File: src/rtl/sd_block_arbiter.sv
// Two-requester session arbiter in front of SDCard_reader: round-robin grant per session,
// command-side mux, data-strobe gating and sticky starvation flags.
module sd_block_arbiter #(
    parameter int unsigned SD_BLOCK_ADDR_BITS   = 32,
    parameter int unsigned SD_BLOCK_LENGHT_BITS = 9,
    parameter int unsigned STARVE_CYCLES        = 2**24
) (
    input  logic                            clk,
    input  logic                            rst_n,
    input  logic                            card_configured_i,
    input  logic [1:0]                      req_i,
    output logic [1:0]                      gnt_o,
    input  logic [1:0]                      trig_i,
    input  logic [1:0]                      cont_i,
    input  logic [SD_BLOCK_ADDR_BITS-1:0]   addr0_i,
    input  logic [SD_BLOCK_ADDR_BITS-1:0]   addr1_i,
    output logic [1:0]                      ready_o,
    output logic [1:0]                      new_flag_o,
    output logic [7:0]                      data_o,
    output logic [SD_BLOCK_LENGHT_BITS-1:0] idx_o,
    output logic [1:0]                      starve_o,
    output logic                            card_trig_o,
    output logic                            card_cont_o,
    output logic [SD_BLOCK_ADDR_BITS-1:0]   card_addr_o,
    input  logic                            card_ready_i,
    input  logic [7:0]                      card_data_i,
    input  logic [SD_BLOCK_LENGHT_BITS-1:0] card_idx_i,
    input  logic                            card_new_i
);

    localparam int unsigned CntW = $clog2(STARVE_CYCLES + 1);
    localparam logic [CntW-1:0] CntMax  = CntW'(STARVE_CYCLES);
    localparam logic [CntW-1:0] CntPrev = CntW'(STARVE_CYCLES - 1);

    typedef enum logic [1:0] {StIdle, StOwn, StDrain, StGap} state_e;

    state_e     state_q;
    logic [1:0] gnt_q;
    logic       gnt_idx_q;
    logic       last_q;

    logic live;
    logic own_req;
    logic winner;

    assign live    = card_configured_i && (state_q == StOwn || state_q == StDrain);
    assign own_req = req_i[gnt_idx_q];
    // On a tie the port not served last wins; otherwise the lone requester.
    assign winner  = (&req_i) ? ~last_q : req_i[1];

    // Grant loss is immediate when the card drops out, not one edge late.
    assign gnt_o  = gnt_q & {2{card_configured_i}};
    assign data_o = card_data_i;
    assign idx_o  = card_idx_i;

    always_comb begin
        card_trig_o = 1'b0;
        card_cont_o = 1'b0;
        card_addr_o = '0;
        ready_o     = '0;
        new_flag_o  = '0;
        if (live) begin
            card_addr_o           = gnt_idx_q ? addr1_i : addr0_i;
            new_flag_o[gnt_idx_q] = card_new_i;
            if (state_q == StOwn) begin
                ready_o[gnt_idx_q] = card_ready_i;
                // A release in this cycle suppresses both trigger and continuous mode.
                card_trig_o        = own_req & trig_i[gnt_idx_q];
                card_cont_o        = own_req & cont_i[gnt_idx_q];
            end
        end
    end

    always_ff @(posedge clk or negedge rst_n) begin
        if (!rst_n) begin
            state_q   <= StIdle;
            gnt_q     <= '0;
            gnt_idx_q <= 1'b0;
            last_q    <= 1'b1;
        end else if (!card_configured_i) begin
            state_q <= StIdle;
            gnt_q   <= '0;
        end else begin
            case (state_q)
                StIdle: begin
                    if (card_ready_i && (|req_i)) begin
                        state_q   <= StOwn;
                        gnt_idx_q <= winner;
                        gnt_q     <= winner ? 2'b10 : 2'b01;
                    end
                end
                StOwn: begin
                    if (!own_req) begin
                        if (card_ready_i) begin
                            state_q <= StGap;
                            gnt_q   <= '0;
                            last_q  <= gnt_idx_q;
                        end else begin
                            state_q <= StDrain;
                        end
                    end
                end
                StDrain: begin
                    if (card_ready_i) begin
                        state_q <= StGap;
                        gnt_q   <= '0;
                        last_q  <= gnt_idx_q;
                    end
                end
                StGap: begin
                    state_q <= StIdle;
                end
                default: begin
                    state_q <= StIdle;
                    gnt_q   <= '0;
                end
            endcase
        end
    end

    for (genvar p = 0; p < 2; p++) begin : g_starve
        logic [CntW-1:0] wait_q;
        logic            starve_q;

        always_ff @(posedge clk or negedge rst_n) begin
            if (!rst_n) begin
                wait_q   <= '0;
                starve_q <= 1'b0;
            end else if (req_i[p] && !gnt_o[p]) begin
                if (wait_q != CntMax) begin
                    wait_q <= wait_q + 1'b1;
                end
                if (wait_q >= CntPrev) begin
                    starve_q <= 1'b1;
                end
            end else begin
                wait_q <= '0;
            end
        end

        assign starve_o[p] = starve_q;
    end

endmodule

File: config.mk
export PLATFORM = sky130hd
export DESIGN_NAME = sd_block_arbiter
export DESIGN_NICKNAME = d
export VERILOG_FILES = /design/src/rtl/sd_block_arbiter.sv
export SDC_FILE = /design/constraint.sdc
export NUM_CORES = 1
export LEC_CHECK = 0
export ABC_CLOCK_PERIOD_IN_PS = 5540
export CAP_MARGIN = 20
export CELL_PAD_IN_SITES_DETAIL_PLACEMENT = 1
export CELL_PAD_IN_SITES_GLOBAL_PLACEMENT = 2
export CORE_ASPECT_RATIO = 1.25
export CORE_MARGIN = 10
export CORE_UTILIZATION = 27
export CTS_CLUSTER_SIZE = 10
export DETAILED_ROUTE_END_ITERATION = 8
export GPL_ROUTABILITY_DRIVEN = 0
export GPL_TIMING_DRIVEN = 0
export PLACE_DENSITY_LB_ADDON = 0.1
export SYNTH_ARGS = -nofsm -noshare
export SYNTH_HDL_FRONTEND = slang
export SYNTH_SLANG_ARGS = --single-unit
File: constraint.sdc
create_clock -name clk -period 5.54 [get_ports clk]
set_input_delay 0.554 -clock clk [delete_from_list [all_inputs] [get_ports clk]]
set_output_delay 0.554 -clock clk [all_outputs]
set_load 0.05 [all_outputs]
Word level (Yosys, flattened, before mapping):

Index checks and enable logic that the tools add are counted.

* output and inout bits: 59
* word-level logic and storage cells: 87
* input bits: 92
* flip-flop bits (word level): 58

* order comparisons: 4
* reduce and logical (&&, ||, !) cells: 18
* bitwise logic cells: 6
* equality and inequality tests: 12
* mux-type cells: 37
* add/sub/neg operators: 2

Operator list (number)
* 25-bit 2-to-1 mux: 4
* 32-bit 2-to-1 mux: 2
* 25-bit by 1-bit adder with 25-bit output, second input constant: 2
* 25-bit by 24-bit >= comparator with 1-bit output, second input constant: 2
* 25-bit != test, second input constant: 2
* 2-bit 2-to-1 mux: 12
* 1-bit 2-to-1 mux: 15
* 3-bit AND reduction: 4
* 3-bit != test, second input constant: 3
* 2-bit case mux with 4 select lines: 1
* 2-bit bitwise AND: 3
* 2-bit case mux with 3 select lines: 1
* 2-bit AND reduction: 3
* 1-bit logical AND: 5
* 2-bit equality test, second input constant: 2
* 2-bit by 1-bit != test with 1-bit output, second input constant: 2
* 4-bit by 1-bit != test with 1-bit output, second input constant: 1
* 1-bit bitwise AND: 2
* 2-bit by 1-bit equality test with 1-bit output, second input constant: 1
* 1-bit zero test: 2
* 2-bit zero test: 1
* 1-bit by 2-bit < comparator with 1-bit output, second input constant: 1
* 2-bit != test, second input constant: 1
* 1-bit case mux with 2 select lines: 1
* 6 further kinds: 6

Depth between registers and ports, before layout:

* depth in word-level cells: 7
* mapped depth: 6

Least setup slack after synthesis:

OpenSTA, ideal clock, no wires.

* path kind: register -> output
* from: register state_q[0]
* to: output port ready_o[1]
* data arrival time: 2218 ps
* stages on the path, launching flop included: 7
* path buffers: 2
* slack: 2768 ps
* cells stage by stage: dfrtp_1 -> inv_1 -> ha_1 -> and3_1 -> clkbuf_1 -> clkbuf_1 -> nor2b_1

* word-level cells in the longest chain between the ends: 4
* elaborated cells on any way between the ends: 6
* classes of those cells: 2 x eq/ne; 2 x mux; 2 x reduce/logical

Ends and longest elaborated chain
* from (decl): line 37 `state_e state_q;`
* from (signal assigned): line 76 `state_q <= StIdle;`
* from (signal assigned): line 81 `state_q <= StIdle;`
* from (signal assigned): line 87 `state_q <= StOwn;`
* 2-bit by 1-bit equality test with 1-bit output / 2-bit equality test (equally long branches): line 46, 65
* 1-bit logical OR: line 46 `assign live = card_configured_i && (state_q == StOwn || state_q == StDrain);`
* 1-bit logical AND: line 46
* 2-bit 2-to-1 mux (*): line 62 `if (live) begin`
* to (decl): line 17 `output logic [1:0] ready_o,`

Mark *: on every way between the ends. The rest lies on a longest branch, timed or not.

Final worst setup path:

* from: register state_q[0]
* to: output port card_addr_o[30]

* word-level cells in the longest chain between the ends: 4
* elaborated cells on any way between the ends: 5
* classes of those cells: 2 x eq/ne; 1 x mux; 2 x reduce/logical

Ends and longest elaborated chain
* 2-bit by 1-bit equality test with 1-bit output / 2-bit equality test (equally long branches): line 46
* 1-bit logical OR (*): line 46
* 1-bit logical AND (*): line 46
* 32-bit 2-to-1 mux (*): line 62
* to (decl): line 24 `output logic [SD_BLOCK_ADDR_BITS-1:0] card_addr_o,`

Marks and branches as above.

==> impl_results.rst <==
.. list-table::
   :header-rows: 1

   * - Metric
     - Value
   * - Result of the run
     - completed
   * - Data required time at the worst endpoint
     - 4.99 ns
   * - Fin crit share
     - 69.55%
   * - Cell types occupying the most area after synthesis
     - sky130_fd_sc_hd__dfrtp_1, sky130_fd_sc_hd__a22o_1, sky130_fd_sc_hd__buf_4
   * - Num Clock Sinks
     - 58
   * - Full die area
     - 19210 µm²
   * - Post-Synthesis Cells
     - 428
   * - Leak Pwr
     - 0.002194 µW
   * - Number of DRC markers after the initial detailed-route iteration
     - 180
   * - Antenna Cells
     - 0
   * - Average cell area after synthesis
     - 8.858 µm²
   * - Starting Density
     - 27.45%
   * - Final Hold Vio Count
     - 0
   * - Share of flip-flops with an asynchronous set or reset
     - 100.0%
   * - Pin count of the biggest net entering global routing
     - 34
   * - Yosys Warn Count
     - 0
   * - Total iterations of the first detailed-routing run
     - 4
   * - Number of buffers and inverters on the critical path
     - 3
   * - Post-layout net count
     - 672
   * - Clock latency at the later pin of the worst-skew pair
     - 0.33 ns
   * - Proportion of netlist area held by the largest area contributor
     - 37.62%
   * - Achievable Freq
     - 259.6 MHz
   * - Number of buffers created by CTS
     - 9
   * - Die height
     - 152.5 µm
   * - Ratio of routed vias to standard cells
     - 5.069
   * - Post-Syn Nets
     - 528
   * - Slowest cell on the critical path
     - sky130_fd_sc_hd__clkdlybuf4s50_1
   * - Drc violations
     - 0
   * - Count of max-cap constraint violations
     - 0
   * - CTS tree
     - built
   * - Via count of the first global-routing pass
     - 4043
   * - Drt total wl
     - 14900 µm
   * - Number of I/O port buffers
     - 132
   * - Number of enable-type register cells in the synthesized netlist
     - 0
   * - CP delay by family, top
     - buffers and inverters
   * - Buffers inserted by post-CTS timing repair
     - 0
   * - Residual antenna-violating net count after detailed routing
     - 0
   * - Proportion of synthesized chip area in sequential cells
     - 38.32%
   * - Final worst clock skew
     - 0.004943 ns
   * - Endpoint type of the worst setup path
     - output port
   * - Chain of cells forming the critical path
     - inv_1 > ha_1 > nand2_1 > nor2_1 > clkbuf_1 > a22o_1 > clkdlybuf4s50_1
   * - Post-layout power
     - 1990 µW
   * - Critical Path AT
     - 3.30 ns
   * - Horizontal extent of the die
     - 126.0 µm
   * - Number of filler instances in the final layout
     - 1627
   * - Number of standard-cell rows in the floorplan
     - 48
   * - CP Max Fanout
     - 10
   * - Root Driver
     - sky130_fd_sc_hd__clkbuf_16
   * - Clock transition time at the flip-flop clock pins of the worst setup and hold paths
     - 0.05 ns
   * - Half-perimeter wire length after placement
     - 12160 µm
   * - Power density relative to cell area
     - 350.0 nW/µm²
   * - H-tree depth
     - 3
   * - Worst Max-Slew Pin Slew
     - 0.8301 ns
   * - Number of buffers between clock root and the deepest sink
     - 2
   * - Number of library cell types mapped by synthesis
     - 50
   * - Slew margin rel.
     - 44.66%
   * - Post-route setup TNS
     - 0 ns
   * - Crit Path Category
     - reg -> out
   * - Largest stage delay on the critical path
     - 0.84 ns
   * - Resize count post-CTS
     - 0
   * - Number of antenna violations at the first check in global routing
     - 0
   * - Top FF cell, synth
     - sky130_fd_sc_hd__dfrtp_1
   * - Post-synthesis to final-layout area growth
     - 49.97%
   * - Post-CTS Hold Fix Bufs
     - 0
   * - First-pass GRT wire length
     - 23050 µm
   * - Number of top-level pins
     - 151
   * - Flop2flop setup slack
     - 3.21 ns
   * - Aggregate global-route resource usage
     - 14.95%
   * - Share of post-route cells with drive strength above 1
     - 8.492%
   * - Std-Cell Core Area
     - 13810 µm²
   * - Leftover overflow at the end of global routing
     - 0
   * - Wire length per cell
     - 19.81 µm
   * - Worst IR drop on VDD
     - 0.1405 mV
   * - Class of the tightest hold or removal check
     - in -> async
   * - Number of max-slew violations in the final report
     - 0
   * - Flip-flop and latch count after synthesis
     - 58
   * - Final setup violation count
     - 0
   * - Unrepaired setup endpoints after global routing
     - false
   * - Dominant cell type by area after synthesis
     - sky130_fd_sc_hd__dfrtp_1
   * - Kind of start point of the critical path
     - register
   * - Overall via count from detail_route
     - 3812
   * - Crit path time final
     - 3.853 ns
   * - Synthesized area
     - 3791 µm²
## cell usage after synthesis, drive strengths merged, types with 2 or more instances
cell / n
a211o: 2
mux2i: 3
or3: 10
o21a: 2
mux2: 2
and4: 7
o31ai: 14
ha: 8
nor2: 33
o211ai: 3
nor2b: 4
nand2: 33
and2: 7
dfrtp: 57
nor4: 16
inv: 17
a22o: 32
buf: 21
nand3: 19
o21ai: 13
xnor2: 14
nor3: 11
a22oi: 2
xor2: 9
o41ai: 2
or4: 10
clkbuf: 19
nand4: 18
nor4b: 2
nand2b: 3
a21oi: 21
## layer usage
metal | up-vias | track usage [%] | part of all wire, %
met5 | - | 0 | 0
met4 | 0 | 3.639 | 1.4
met3 | 16 | 3.341 | 2.8
met2 | 47 | 29.31 | 58
met1 | 1882 | 15.32 | 38
li1 | 1867 | - | -
## kinds of logic (layout without fill, tap and decap cells)
| kind of cell | after synthesis | in the layout | synth area share [%] |
|---|---|---|---|
| flops | 58 | 58 | 38.32 |
| compound gates | 98 | 98 | 18.58 |
| fa+ha+maj | 8 | 8 | 2.640 |
| xor+xnor | 23 | 23 | 5.314 |
| simple gates | 179 | 179 | 25.84 |
| buf+inv | 57 | 206 | 7.921 |
| mux | 5 | 5 | 1.386 |
## power breakdown
part	switching [µW]	internal [µW]	total [µW]
sequential	31.1	454	485
combinational	550	323	872
clock	203	429	633
total	784	1210	1990
## path summary, 6_finish.rpt
| check | start | endpoint | cells after the start |
|---|---|---|---|
| min | rst_n | state_q[0] | 1 |
| min in group clk | g_starve[1].starve_q | g_starve[1].starve_q | 2 |
| min reg2reg | g_starve[1].starve_q | g_starve[1].starve_q | 2 |
| max | state_q[0] | card_addr_o[30] | 7 |
| max reg2reg | g_starve[0].wait_q[0] | g_starve[0].wait_q[18] | 6 |
| max in group asynchronous | rst_n | g_starve[1].starve_q | 2 |
## layout by cell type (no fill, tap or decap), types with 19 or more instances in the layout
cell / count
sky130_fd_sc_hd__a21oi_1: 21
sky130_fd_sc_hd__a22o_1: 32
sky130_fd_sc_hd__buf_4: 19
sky130_fd_sc_hd__clkbuf_1: 19
sky130_fd_sc_hd__clkdlybuf4s50_1: 131
sky130_fd_sc_hd__dfrtp_1: 57
sky130_fd_sc_hd__nand2_1: 33
sky130_fd_sc_hd__nand3_1: 19
sky130_fd_sc_hd__nor2_1: 33
## final cells by class
| type | instances | area [µm²] | area share, % |
|---|---|---|---|
| buffer | 40 | 236.5 | 4.159 |
| clock buffer | 12 | 266.5 | 4.688 |
| clock inverter | 4 | 72.57 | 1.276 |
| inverter | 17 | 63.81 | 1.122 |
| multi-input combinational | 313 | 2038 | 35.85 |
| sequential | 58 | 1453 | 25.55 |
| tap | 175 | 219.0 | 3.851 |
| timing repair buffer | 133 | 1336 | 23.50 |
## flip-flops by register name, summed over array words and instances (netlist names)
signal,count
state_q,2
g_starve.wait_q,50
gnt_idx_q,1
gnt_q,2
g_starve.starve_q,2
last_q,1
## through the flow
stage          hold slack [ns]  setup slack [ns]  std cells  cell area, µm²  utilization, %
2_1_floorplan           0.2584             2.768        428            3791               -
3_3_place_gp            0.4704             1.896        735            5331           38.60
3_5_place_dp            0.4711             2.001        736            5346           38.70
4_1_cts                 0.3518             1.657        752            5685           41.16
5_1_grt                 0.3922             1.494        752            5685           41.16
6_report                0.3191             1.687        752            5685           41.16
Power figures use the tool's default switching activity.
